[src/rtl/switch_mcu_ex_ctrl_pkg.sv]
// Shared types and constants for the execute-unit sequencer.
// Latency: n/a (declarations only).
// Backpressure: n/a.
package switch_mcu_ex_ctrl_pkg;

    // Register-file port widths.
    localparam int REG_AW = 5;
    localparam int REG_DW = 32;

    // Shared cycle counter width; holds up to LAST_CYCLE+1 = 15.
    localparam int CNT_W = 4;

    // Default compute/writeback cycle. The legal range is 2..14.
    localparam int LAST_CYCLE_DEF = 4;

    // Controller states.
    typedef enum logic [1:0] {
        ST_IDLE = 2'd0,
        ST_RUN  = 2'd1,
        ST_WB   = 2'd2
    } state_t;

    // One register-file port set: one read port and one write port.
    typedef struct packed {
        logic              ren;
        logic [REG_AW-1:0] raddr;
        logic              wen;
        logic [REG_AW-1:0] waddr;
        logic [REG_DW-1:0] wdata;
    } rf_port_t;

endpackage

[src/rtl/switch_mcu_ex_ctrl_if.sv]
// Bundle between the decoder/execute units and the sequencer.
// Latency: none (wires only).
// Backpressure: out_inst_ready gates the decoder; units have none.
interface switch_mcu_ex_ctrl_if #(
    parameter int NUM_UNITS = 4
) ();
    import switch_mcu_ex_ctrl_pkg::*;

    // Decoder handshake.
    logic                          in_inst_valid;
    logic                          out_inst_ready;
    logic [NUM_UNITS-1:0]          in_unit_sel;
    logic                          in_flush;

    // Unit control.
    logic [NUM_UNITS-1:0]          out_unit_en;
    logic [CNT_W-1:0]              out_cycle_cnt;

    // Per-unit register-file requests, unit k at slice k.
    logic [NUM_UNITS-1:0]          in_unit_ren_1;
    logic [NUM_UNITS*REG_AW-1:0]   in_unit_raddr_1;
    logic [NUM_UNITS-1:0]          in_unit_wen;
    logic [NUM_UNITS*REG_AW-1:0]   in_unit_waddr;
    logic [NUM_UNITS*REG_DW-1:0]   in_unit_wdata;

    // Shared register-file port.
    logic                          out_rf_ren_1;
    logic [REG_AW-1:0]             out_rf_raddr_1;
    logic                          out_rf_wen;
    logic [REG_AW-1:0]             out_rf_waddr;
    logic [REG_DW-1:0]             out_rf_wdata;

    // Status back to fetch.
    logic                          out_retire;
    logic                          out_err;

    // Decoder and execute units drive requests.
    modport master (
        output in_inst_valid, in_unit_sel, in_flush,
        output in_unit_ren_1, in_unit_raddr_1, in_unit_wen, in_unit_waddr, in_unit_wdata,
        input  out_inst_ready, out_unit_en, out_cycle_cnt,
        input  out_rf_ren_1, out_rf_raddr_1, out_rf_wen, out_rf_waddr, out_rf_wdata,
        input  out_retire, out_err
    );

    // Sequencer side.
    modport slave (
        input  in_inst_valid, in_unit_sel, in_flush,
        input  in_unit_ren_1, in_unit_raddr_1, in_unit_wen, in_unit_waddr, in_unit_wdata,
        output out_inst_ready, out_unit_en, out_cycle_cnt,
        output out_rf_ren_1, out_rf_raddr_1, out_rf_wen, out_rf_waddr, out_rf_wdata,
        output out_retire, out_err
    );

endinterface

[src/rtl/switch_mcu_rf_port_mux.sv]
// One-hot AND-OR mux of per-unit register-file port fields onto one port set.
// Latency: combinational, zero cycles.
// Backpressure: none; outputs are all-zero whenever active is low.
module switch_mcu_rf_port_mux
    import switch_mcu_ex_ctrl_pkg::*;
#(
    parameter int NUM_UNITS = 4
) (
    input  logic [NUM_UNITS-1:0]        sel,
    input  logic                        active,
    input  logic [NUM_UNITS-1:0]        ren,
    input  logic [NUM_UNITS*REG_AW-1:0] raddr,
    input  logic [NUM_UNITS-1:0]        wen,
    input  logic [NUM_UNITS*REG_AW-1:0] waddr,
    input  logic [NUM_UNITS*REG_DW-1:0] wdata,
    output rf_port_t                    rf_out
);

    // OR together every unit's fields masked by (active & its select bit).
    always_comb begin
        rf_out = '0;
        for (int k = 0; k < NUM_UNITS; k++) begin
            rf_out.ren   = rf_out.ren   | (active & sel[k] & ren[k]);
            rf_out.raddr = rf_out.raddr | (raddr[k*REG_AW +: REG_AW] & {REG_AW{active & sel[k]}});
            rf_out.wen   = rf_out.wen   | (active & sel[k] & wen[k]);
            rf_out.waddr = rf_out.waddr | (waddr[k*REG_AW +: REG_AW] & {REG_AW{active & sel[k]}});
            rf_out.wdata = rf_out.wdata | (wdata[k*REG_DW +: REG_DW] & {REG_DW{active & sel[k]}});
        end
    end

endmodule

[src/rtl/switch_mcu_ex_ctrl.sv]
// Sequencer for multi-cycle execute units: counter, unit enable, RF port routing.
// Latency: accept at E0, RUN for LAST_CYCLE cycles, WB one cycle, IDLE again (LAST_CYCLE+2 per instruction).
// Backpressure: out_inst_ready only in IDLE and not while flushing; flush aborts at any time.
module switch_mcu_ex_ctrl
    import switch_mcu_ex_ctrl_pkg::*;
#(
    parameter int NUM_UNITS  = 4,
    parameter int LAST_CYCLE = LAST_CYCLE_DEF   // legal range 2..14
) (
    input  logic               in_clk,
    input  logic               in_rst,
    switch_mcu_ex_ctrl_if.slave bus
);

    localparam logic [CNT_W-1:0] LAST_CNT = CNT_W'(LAST_CYCLE);

    state_t               state_q, state_d;
    logic [NUM_UNITS-1:0] sel_q, sel_d;
    logic [CNT_W-1:0]     cnt_q, cnt_d;
    logic                 err_q, err_d;

    logic                 inst_ready;
    logic                 xfer;
    logic                 sel_legal;
    logic                 mux_act;
    logic [NUM_UNITS-1:0] unit_en;
    logic                 retire;
    rf_port_t             rf_mux;

    assign inst_ready = (state_q == ST_IDLE) && !bus.in_flush;
    assign xfer       = bus.in_inst_valid && inst_ready;
    assign sel_legal  = $onehot(bus.in_unit_sel);

    // State, counter, select latch and error pulse; reset drops everything at once.
    always_ff @(posedge in_clk or negedge in_rst) begin
        if (!in_rst) begin
            state_q <= ST_IDLE;
            sel_q   <= '0;
            cnt_q   <= '0;
            err_q   <= 1'b0;
        end else begin
            state_q <= state_d;
            sel_q   <= sel_d;
            cnt_q   <= cnt_d;
            err_q   <= err_d;
        end
    end

    // Next-state: flush wins, otherwise IDLE -> RUN -> WB -> IDLE with the counter tracking the cycle.
    always_comb begin
        state_d = state_q;
        sel_d   = sel_q;
        cnt_d   = cnt_q;
        err_d   = 1'b0;
        if (bus.in_flush) begin
            state_d = ST_IDLE;
            sel_d   = '0;
            cnt_d   = '0;
        end else begin
            case (state_q)
                ST_IDLE: begin
                    if (xfer) begin
                        if (sel_legal) begin
                            state_d = ST_RUN;
                            sel_d   = bus.in_unit_sel;
                            cnt_d   = CNT_W'(1);
                        end else begin
                            // Illegal select is dropped and reported the following cycle.
                            err_d = 1'b1;
                        end
                    end
                end
                ST_RUN: begin
                    if (cnt_q == LAST_CNT) begin
                        state_d = ST_WB;
                        cnt_d   = LAST_CNT + CNT_W'(1);
                    end else begin
                        cnt_d = cnt_q + CNT_W'(1);
                    end
                end
                ST_WB: begin
                    state_d = ST_IDLE;
                    sel_d   = '0;
                    cnt_d   = '0;
                end
                default: begin
                    state_d = ST_IDLE;
                    sel_d   = '0;
                    cnt_d   = '0;
                end
            endcase
        end
    end

    // Outputs: enable only while running; WB keeps the port routed so the unit's write lands, and retires.
    always_comb begin
        unit_en = '0;
        retire  = 1'b0;
        mux_act = 1'b0;
        case (state_q)
            ST_RUN: begin
                unit_en = sel_q;
                mux_act = 1'b1;
            end
            ST_WB: begin
                retire  = !bus.in_flush;
                mux_act = 1'b1;
            end
            default: begin
                unit_en = '0;
            end
        endcase
    end

    switch_mcu_rf_port_mux #(
        .NUM_UNITS (NUM_UNITS)
    ) u_rf_port_mux (
        .sel    (sel_q),
        .active (mux_act),
        .ren    (bus.in_unit_ren_1),
        .raddr  (bus.in_unit_raddr_1),
        .wen    (bus.in_unit_wen),
        .waddr  (bus.in_unit_waddr),
        .wdata  (bus.in_unit_wdata),
        .rf_out (rf_mux)
    );

    assign bus.out_inst_ready = inst_ready;
    assign bus.out_unit_en    = unit_en;
    assign bus.out_cycle_cnt  = cnt_q;
    assign bus.out_retire     = retire;
    assign bus.out_err        = err_q;
    assign bus.out_rf_ren_1   = rf_mux.ren;
    assign bus.out_rf_raddr_1 = rf_mux.raddr;
    // A flush must never let a half-finished instruction commit its write.
    assign bus.out_rf_wen     = rf_mux.wen & ~bus.in_flush;
    assign bus.out_rf_waddr   = rf_mux.waddr;
    assign bus.out_rf_wdata   = rf_mux.wdata;

endmodule

[src/flat_wrapper.sv]
// flat-port wrapper written by rule: the top's interface ports become plain ports
module switch_mcu_ex_ctrl_flat import switch_mcu_ex_ctrl_pkg::*;
#(
    parameter int NUM_UNITS  = 4,
    parameter int LAST_CYCLE = LAST_CYCLE_DEF                       
)
  (in_clk, in_rst, bus_in_inst_valid, bus_in_unit_sel, bus_in_flush, bus_in_unit_ren_1, bus_in_unit_raddr_1, bus_in_unit_wen, bus_in_unit_waddr, bus_in_unit_wdata, bus_out_inst_ready, bus_out_unit_en, bus_out_cycle_cnt, bus_out_rf_ren_1, bus_out_rf_raddr_1, bus_out_rf_wen, bus_out_rf_waddr, bus_out_rf_wdata, bus_out_retire, bus_out_err);
  switch_mcu_ex_ctrl_if #(.NUM_UNITS(NUM_UNITS)) bus_i ();
  input  logic in_clk;
  input  logic in_rst;
  input wire logic [$bits(bus_i.in_inst_valid)-1:0] bus_in_inst_valid;
  input wire logic [$bits(bus_i.in_unit_sel)-1:0] bus_in_unit_sel;
  input wire logic [$bits(bus_i.in_flush)-1:0] bus_in_flush;
  input wire logic [$bits(bus_i.in_unit_ren_1)-1:0] bus_in_unit_ren_1;
  input wire logic [$bits(bus_i.in_unit_raddr_1)-1:0] bus_in_unit_raddr_1;
  input wire logic [$bits(bus_i.in_unit_wen)-1:0] bus_in_unit_wen;
  input wire logic [$bits(bus_i.in_unit_waddr)-1:0] bus_in_unit_waddr;
  input wire logic [$bits(bus_i.in_unit_wdata)-1:0] bus_in_unit_wdata;
  output wire logic [$bits(bus_i.out_inst_ready)-1:0] bus_out_inst_ready;
  output wire logic [$bits(bus_i.out_unit_en)-1:0] bus_out_unit_en;
  output wire logic [$bits(bus_i.out_cycle_cnt)-1:0] bus_out_cycle_cnt;
  output wire logic [$bits(bus_i.out_rf_ren_1)-1:0] bus_out_rf_ren_1;
  output wire logic [$bits(bus_i.out_rf_raddr_1)-1:0] bus_out_rf_raddr_1;
  output wire logic [$bits(bus_i.out_rf_wen)-1:0] bus_out_rf_wen;
  output wire logic [$bits(bus_i.out_rf_waddr)-1:0] bus_out_rf_waddr;
  output wire logic [$bits(bus_i.out_rf_wdata)-1:0] bus_out_rf_wdata;
  output wire logic [$bits(bus_i.out_retire)-1:0] bus_out_retire;
  output wire logic [$bits(bus_i.out_err)-1:0] bus_out_err;
  assign bus_i.in_inst_valid = bus_in_inst_valid;
  assign bus_i.in_unit_sel = bus_in_unit_sel;
  assign bus_i.in_flush = bus_in_flush;
  assign bus_i.in_unit_ren_1 = bus_in_unit_ren_1;
  assign bus_i.in_unit_raddr_1 = bus_in_unit_raddr_1;
  assign bus_i.in_unit_wen = bus_in_unit_wen;
  assign bus_i.in_unit_waddr = bus_in_unit_waddr;
  assign bus_i.in_unit_wdata = bus_in_unit_wdata;
  assign bus_out_inst_ready = bus_i.out_inst_ready;
  assign bus_out_unit_en = bus_i.out_unit_en;
  assign bus_out_cycle_cnt = bus_i.out_cycle_cnt;
  assign bus_out_rf_ren_1 = bus_i.out_rf_ren_1;
  assign bus_out_rf_raddr_1 = bus_i.out_rf_raddr_1;
  assign bus_out_rf_wen = bus_i.out_rf_wen;
  assign bus_out_rf_waddr = bus_i.out_rf_waddr;
  assign bus_out_rf_wdata = bus_i.out_rf_wdata;
  assign bus_out_retire = bus_i.out_retire;
  assign bus_out_err = bus_i.out_err;
  switch_mcu_ex_ctrl #(.NUM_UNITS(NUM_UNITS), .LAST_CYCLE(LAST_CYCLE)) u_core (.in_clk(in_clk), .in_rst(in_rst), .bus(bus_i));
endmodule
[config.mk]
export PLATFORM = sky130hd
export DESIGN_NAME = switch_mcu_ex_ctrl_flat
export DESIGN_NICKNAME = d
export VERILOG_FILES = /design/src/rtl/switch_mcu_ex_ctrl_pkg.sv /design/src/rtl/switch_mcu_ex_ctrl_if.sv /design/src/rtl/switch_mcu_rf_port_mux.sv /design/src/rtl/switch_mcu_ex_ctrl.sv /design/src/flat_wrapper.sv
export SDC_FILE = /design/constraint.sdc
export NUM_CORES = 1
export LEC_CHECK = 0
export CAP_MARGIN = 20
export CORE_MARGIN = 10
export CORE_UTILIZATION = 30
export CTS_CLUSTER_SIZE = 24
export DETAILED_ROUTE_END_ITERATION = 16
export MAX_ROUTING_LAYER = met4
export PLACE_DENSITY = 0.87
export SLEW_MARGIN = 20
export SYNTH_ARGS = -nofsm -noshare
export SYNTH_HDL_FRONTEND = slang
export SYNTH_HIERARCHICAL = 1
export SYNTH_SLANG_ARGS = --single-unit
[constraint.sdc]
create_clock -name in_clk -period 3.4 [get_ports in_clk]
set_input_delay 0.68 -clock in_clk [delete_from_list [all_inputs] [get_ports in_clk]]
set_output_delay 0.68 -clock in_clk [all_outputs]
set_load 0.005 [all_outputs]
==> reports/metrics.yaml, run 1 <==
placement:
  hpwl_mm: 11.1
  portBuffers: 238
  place_ws_ns: 0.252
  place_congestion: 0.903
sta:
  timing.final.crit_period_ns: 2.95
  worstMarginPinSlew_ns: 0.539
  slew_headroom_pct: 64.1
  grt_setup_unrepaired: "false"
  final_max_slew_viol_count: 0
  skew_ns: 0.00374
  finalSetupViolCount: 0
  fin_tns_setup_ns: 0
  period_share_pct: 86.8
  hold_violations: 0
  setup_slack_ns: 0.448
  max_clock_freq_ghz: 0.339
pwr:
  ir_drop_uv: 293
  total_power_mw: 1.09
  power-per-cell-area_mw_per_mm2: 249
  p_leak_nw: 1.46
cts:
  clockBufferDepth: 2
  cts.repair.resized: 0
  postCtsSetupBuffers: 0
  cts-htree-levels: 1
  clock_sinks: 11
  tritoncts: "done"
  clockRootBuffer: "clkbuf_8"
  path_clk_slew_ns: 0.05
  clk_latency_ns: 0.24
  holdBufCountCts: 0
  cts_buffers: 3
global_route:
  grt_pass1_vias: 3037
  grt_usage_pct: 24.1
  grt_pass1_wl_mm: 19.1
  grt.overflow.total: 0
  grt_max_degree: 32
  antenna_found_initial: 0
routing:
  drtIter0Drc: 155
  wl_per_cell_microns: 24.5
  vias_per_cell: 5.55
  vias: 2990
  drc: 0
  totalWireLength_mm: 13.2
  firstDrtPassIters: 4
  drtAntennaViolNets: 0
critical_path:
  crit_path_start_kind: "input port"
  cp.arrival_ns: 3.05
  slowest_stage: "fa_1"
  setup.worst_path.class: "in -> reg"
  rr_startpoint: "u_core/state_q[1]"
  crit_path_max_fanout: 5
  cp_top_family: "adder cells"
  cp_num_buf_inv: 3
  worst_path_largest_cell_delay_ns: 0.53
  critPathCaptureType: "register"
  cp.required_ns: 3.50
  crit_path_start: "bus_in_unit_sel[0]"
  crit_chain: "clkdlybuf4s50_1, inv_1, fa_1, inv_1, ha_1, ha_1, nand4bb_1, a21oi_1, o21ai_0"
finish:
  multi_input_area_sq_mm: 0.00143
  antenna_cells: 0
  num-nets-final: 655
  final_util_pct: 68.2
  layout.cells.most_common_list: "clkdlybuf4s50_1, a22oi_1, a21boi_1"
  seqCellArea_sq_um: 278
  syn_to_final_growth_pct: 118
  drive_gt1_share_pct: 6.06
  n_fill_cell: 531
  layout_commonest_cell: "clkdlybuf4s50_1"
synth:
  synth_nets: 428
  ys_seq_elements: 11
  async_flop_share_pct: 100
  netlist_area_sq_mm: 0.00201
  ys.warnings.count: 6
  synth.yosys.seq_area_share_pct: 13.7
  synth.avg_cell_area_sq_um: 8.53
  synth_edf_count: 0
  syn_inst: 236
  yosys_most_used_dff: "dfrtp_1"
  ys_types: 33
min_path:
  min_from: "u_core/state_q[0]"
  min_path_type: "reg -> reg"
die:
  dieArea_sq_mm: 0.0104
  num_io_pins: 239
  fp.dieH_microns: 102
  core.rowCount: 29
  start_util_pct: 31.3
  die_w_microns: 102
  core_area_sq_mm: 0.00642
status:
  outcome: "finished clean"
job:
  max_cap_violations: 0
-- per-stage QoR --
step,area (sq um),cells,hold WS (ns)
after floorplan,2010,236,0.384
after global placement,4340,535,0.551
after global routing,4380,539,0.611
after CTS,4380,539,0.578
after detailed placement,4340,535,0.563
final,4380,539,0.568
-- cells in the mapped netlist, drive strengths merged (2+ instances only) --
master  count  area [sq um]
a21boi     44           330
a21oi       5          25.0
a22oi      88           711
and2        4          25.0
buf        25           250
dfrtp      11           275
ha          7          87.6
inv        16          60.1
nand2       2          7.51
nand2b      2          20.0
nand3       4          20.0
nand4       4          25.0
nor2        2          7.51
nor2b       3          18.8
o21ai       8          40.0
-- where the power goes --
group	total [mW]	switching, mW	internal, mW
registers	0.183	0.0330	0.150
logic	0.774	0.311	0.463
clock network	0.132	0.0499	0.0824
total	1.09	0.394	0.695
-- cell type report --
cell class | count | share of cell area (%)
clock buffer | 4 | 1.03
inverter | 16 | 1.37
multi-input combinational | 184 | 32.6
sequential | 11 | 6.34
tap | 77 | 2.20
timing repair buffer | 247 | 56.5
-- flip-flops by register name, summed over array words and instances (netlist names) --
| register | count |
|---|---|
| u_core/bus.out_err | 1 |
| u_core/state_q | 2 |
| u_core/bus.out_cycle_cnt | 4 |
| u_core/sel_q | 4 |
-- cells by family (layout without fill, tap and decap cells) --
| family | count (synthesis) | count (layout) | synth area share [%] |
|---|---|---|---|
| compound gates | 150 | 150 | 57.1 |
| buf+inv | 41 | 267 | 15.4 |
| simple gates | 26 | 26 | 8.51 |
| flops | 11 | 11 | 13.7 |
| fa+ha+maj | 8 | 8 | 5.34 |
-- worst reg2reg max path: stages (launching register included) --
cell and delay, ns:
dfrtp_1 0.38, inv_1 0.11, ha_1 0.33, nand2b_4 0.13
or4_1 0.53, o211ai_2 0.14
-- final timing paths --
kind | to | slack, ns | cells past startpoint
max reg2reg | u_core/bus.out_cycle_cnt[3] | 1.72 | 5
min in group asynchronous | u_core/bus.out_cycle_cnt[2] | 0.78 | 1
min | u_core/state_q[0] | 0.57 | 2
min reg2reg | u_core/state_q[0] | 0.57 | 2
max | u_core/sel_q[3] | 0.45 | 9
max in group asynchronous | u_core/sel_q[0] | 2.24 | 1
-- metal layers --
layer | share of wire, % | up-vias | GRT usage (%)
met4 | 2.8 | 0 | 8.03
met3 | 9.4 | 29 | 6.95
met5 | 0 | - | -
met2 | 50 | 163 | 41.6
li1 | - | 1391 | -
met1 | 37 | 1407 | 26.2
Power figures use the tool's default switching activity.
==> run 2: changes to the inputs <==
- ABC_AREA: default -> 1
- CORE_ASPECT_RATIO: default -> 1.5
- CORE_UTILIZATION: 30 -> 35
- PLACE_DENSITY: 0.87 -> 0.86
==> run 2 against run 1 <==
Net effect:
- global-route usage is 2.8 points lower
- worst setup slack better by 0.042 ns
- sequential power barely moved
- hold slack got worse by 0.022 ns
- highest routed layer unchanged
- first-iteration DRC count grew 51%
- clock power rose by 63%
- register-to-register slack better by 0.14 ns
==> reports/metrics.yaml, run 2 <==
global_route:
  grt_usage_pct: 21.4
  met2_usage_pct: 40.0
  grt_pass1_vias: 3835
  grt_pass1_wl_mm: 20.3
  grt_max_degree: 95
  grt.overflow.total: 0
  use_met1_pct: 24.0
  antenna_found_initial: 0
  top_usage_layer: "met2"
  grt_use_met3_pct: 2.72
cts:
  cts_buffers: 3
  clockRootBuffer: "clkbuf_16"
  clk_latency_ns: 0.24
  tritoncts: "done"
  cts.repair.resized: 0
  path_clk_slew_ns: 0.04
  cts-htree-levels: 1
  postCtsSetupBuffers: 0
  clockBufferDepth: 2
  clock_sinks: 11
  holdBufCountCts: 0
die:
  start_util_pct: 36.2
  num_io_pins: 239
  dieArea_sq_mm: 0.0120
  core.rowCount: 39
  core_area_sq_mm: 0.00766
  die_w_microns: 92.7
  fp.dieH_microns: 129
sta:
  hold_violations: 0
  max_clock_freq_ghz: 0.344
  period_share_pct: 85.6
  skew_ns: 0.000255
  grt_setup_unrepaired: "false"
  worstMarginPinSlew_ns: 0.531
  final_max_slew_viol_count: 0
  finalSetupViolCount: 0
  fin_tns_setup_ns: 0
  slew_headroom_pct: 64.6
  timing.final.crit_period_ns: 2.91
  hold_slack_ns: 0.545
job:
  max_cap_violations: 0
finish:
  n_fill_cell: 680
  drive_gt1_share_pct: 2.82
  syn_to_final_growth_pct: 85.8
  layout.cells.most_common_list: "clkdlybuf4s50_1, nand3_1, nand2_1"
  seqCellArea_sq_um: 275
  multi_input_area_sq_mm: 0.00177
  num-nets-final: 938
  final_util_pct: 67.3
  layout_commonest_cell: "clkdlybuf4s50_1"
  antenna_cells: 0
placement:
  place_congestion: 0.909
  hpwl_mm: 11.2
  portBuffers: 238
synth:
  synth.avg_cell_area_sq_um: 5.18
  synth.yosys.seq_area_share_pct: 9.93
  netlist.area_leader.share_pct: 32.7
  synth.most_common_cell: "nand3_1"
  syn_inst: 535
  netlist_area_sq_mm: 0.00277
  ys.warnings.count: 6
  ys_seq_elements: 11
  async_flop_share_pct: 100
  synth_common_cells: "nand3_1, nand2_1, inv_1"
  ys_types: 21
  synth_nets: 727
  yosys_most_used_dff: "dfrtp_1"
  synth_edf_count: 0
  synth_area_leader_cell: "nand3_1"
  synthTopCellsByArea: "nand3_1, nand2_1, inv_1"
routing:
  vias_per_cell: 4.86
  drc: 0
  vias: 4115
  firstDrtPassIters: 5
  wl_per_cell_microns: 16.4
  drtIter0Drc: 234
  drtAntennaViolNets: 0
  totalWireLength_mm: 13.9
critical_path:
  critPathCaptureType: "output port"
  cp.required_ns: 2.72
  crit_path_start_kind: "register"
  crit_path_max_fanout: 82
  setup.worst_path.class: "reg -> out"
  cp.arrival_ns: 2.23
min_path:
  min_path_type: "reg -> reg"
status:
  outcome: "finished clean"
pwr:
  power-per-cell-area_mw_per_mm2: 338
  ir_drop_uv: 495
  p_leak_nw: 2.54
-- run 2: changes by cell type after synthesis, sizes merged, moves of 14 or more --
cell / change
nand3: +180
buf: +14
nand2: +153
a22oi: -88
inv: +99
a21boi: -44
-- run 2: path summary, 6_finish.rpt --
kind                              startpoint                           to  slack [ns]  cells after the start
setup / recovery           u_core/state_q[1]               bus_out_rf_wen        0.49                     10
hold / removal             u_core/state_q[0]            u_core/state_q[0]        0.55                      2
setup reg to reg           u_core/state_q[1]  u_core/bus.out_cycle_cnt[0]        1.86                      8
hold reg to reg            u_core/state_q[0]            u_core/state_q[0]        0.55                      2
max in group asynchronous             in_rst            u_core/state_q[0]        2.30                      1
min in group asynchronous             in_rst              u_core/sel_q[3]        0.78                      1
-- run 2: cell type report --
class                      instances  area share, %
tap                              102           2.48
clock buffer                       4           1.53
multi-input combinational        369           34.4
timing repair buffer             246           47.9
inverter                         115           8.38
sequential                        11           5.34
-- run 2: metrics by stage --
step / std cells / setup WS (ns) / cell area (sq um) / power, mW
detailed placement: 843 / 0.302 / 5070 / 1.51
global placement: 843 / 0.407 / 5070 / 1.47
CTS: 847 / 0.469 / 5150 / 1.73
finish: 847 / 0.490 / 5150 / 1.74
floorplan: 535 / 1.02 / 2770 / 1.23
global route: 847 / 0.318 / 5150 / 1.85
-- run 2: cell families after synthesis --
kind of cell	count (synthesis)	synth area share, %
AOI/OAI and AO/OA	8	1.58
buffers and inverters	155	26.6
DFF	11	9.93
and+or+nand+nor	353	58.0
adders and majority gates	8	3.88
-- run 2: critical path: stages, from the launching register on --
cell and delay (ns):
dfrtp_1 0.37, inv_1 0.10, ha_4 0.30, buf_12 0.27
nand3_1 0.11, nand2_1 0.10, inv_1 0.04, nand2_1 0.05
inv_1 0.04, nor2_1 0.08, clkdlybuf4s50_1 0.51
-- run 2: metal layers --
layer,up-vias,share of wire (%)
met2,182,54
li1,2077,-
met1,1846,38
met3,10,7.0
met4,0,1.2
met5,-,0
-- run 2: report_power, final --
part | internal [mW] | total [mW] | leakage [nW] | switching (mW)
Sequential | 0.155 | 0.184 | 0.150 | 0.0284
Clock | 0.157 | 0.215 | 0.0382 | 0.0573
Combinational | 0.539 | 1.34 | 2.35 | 0.802
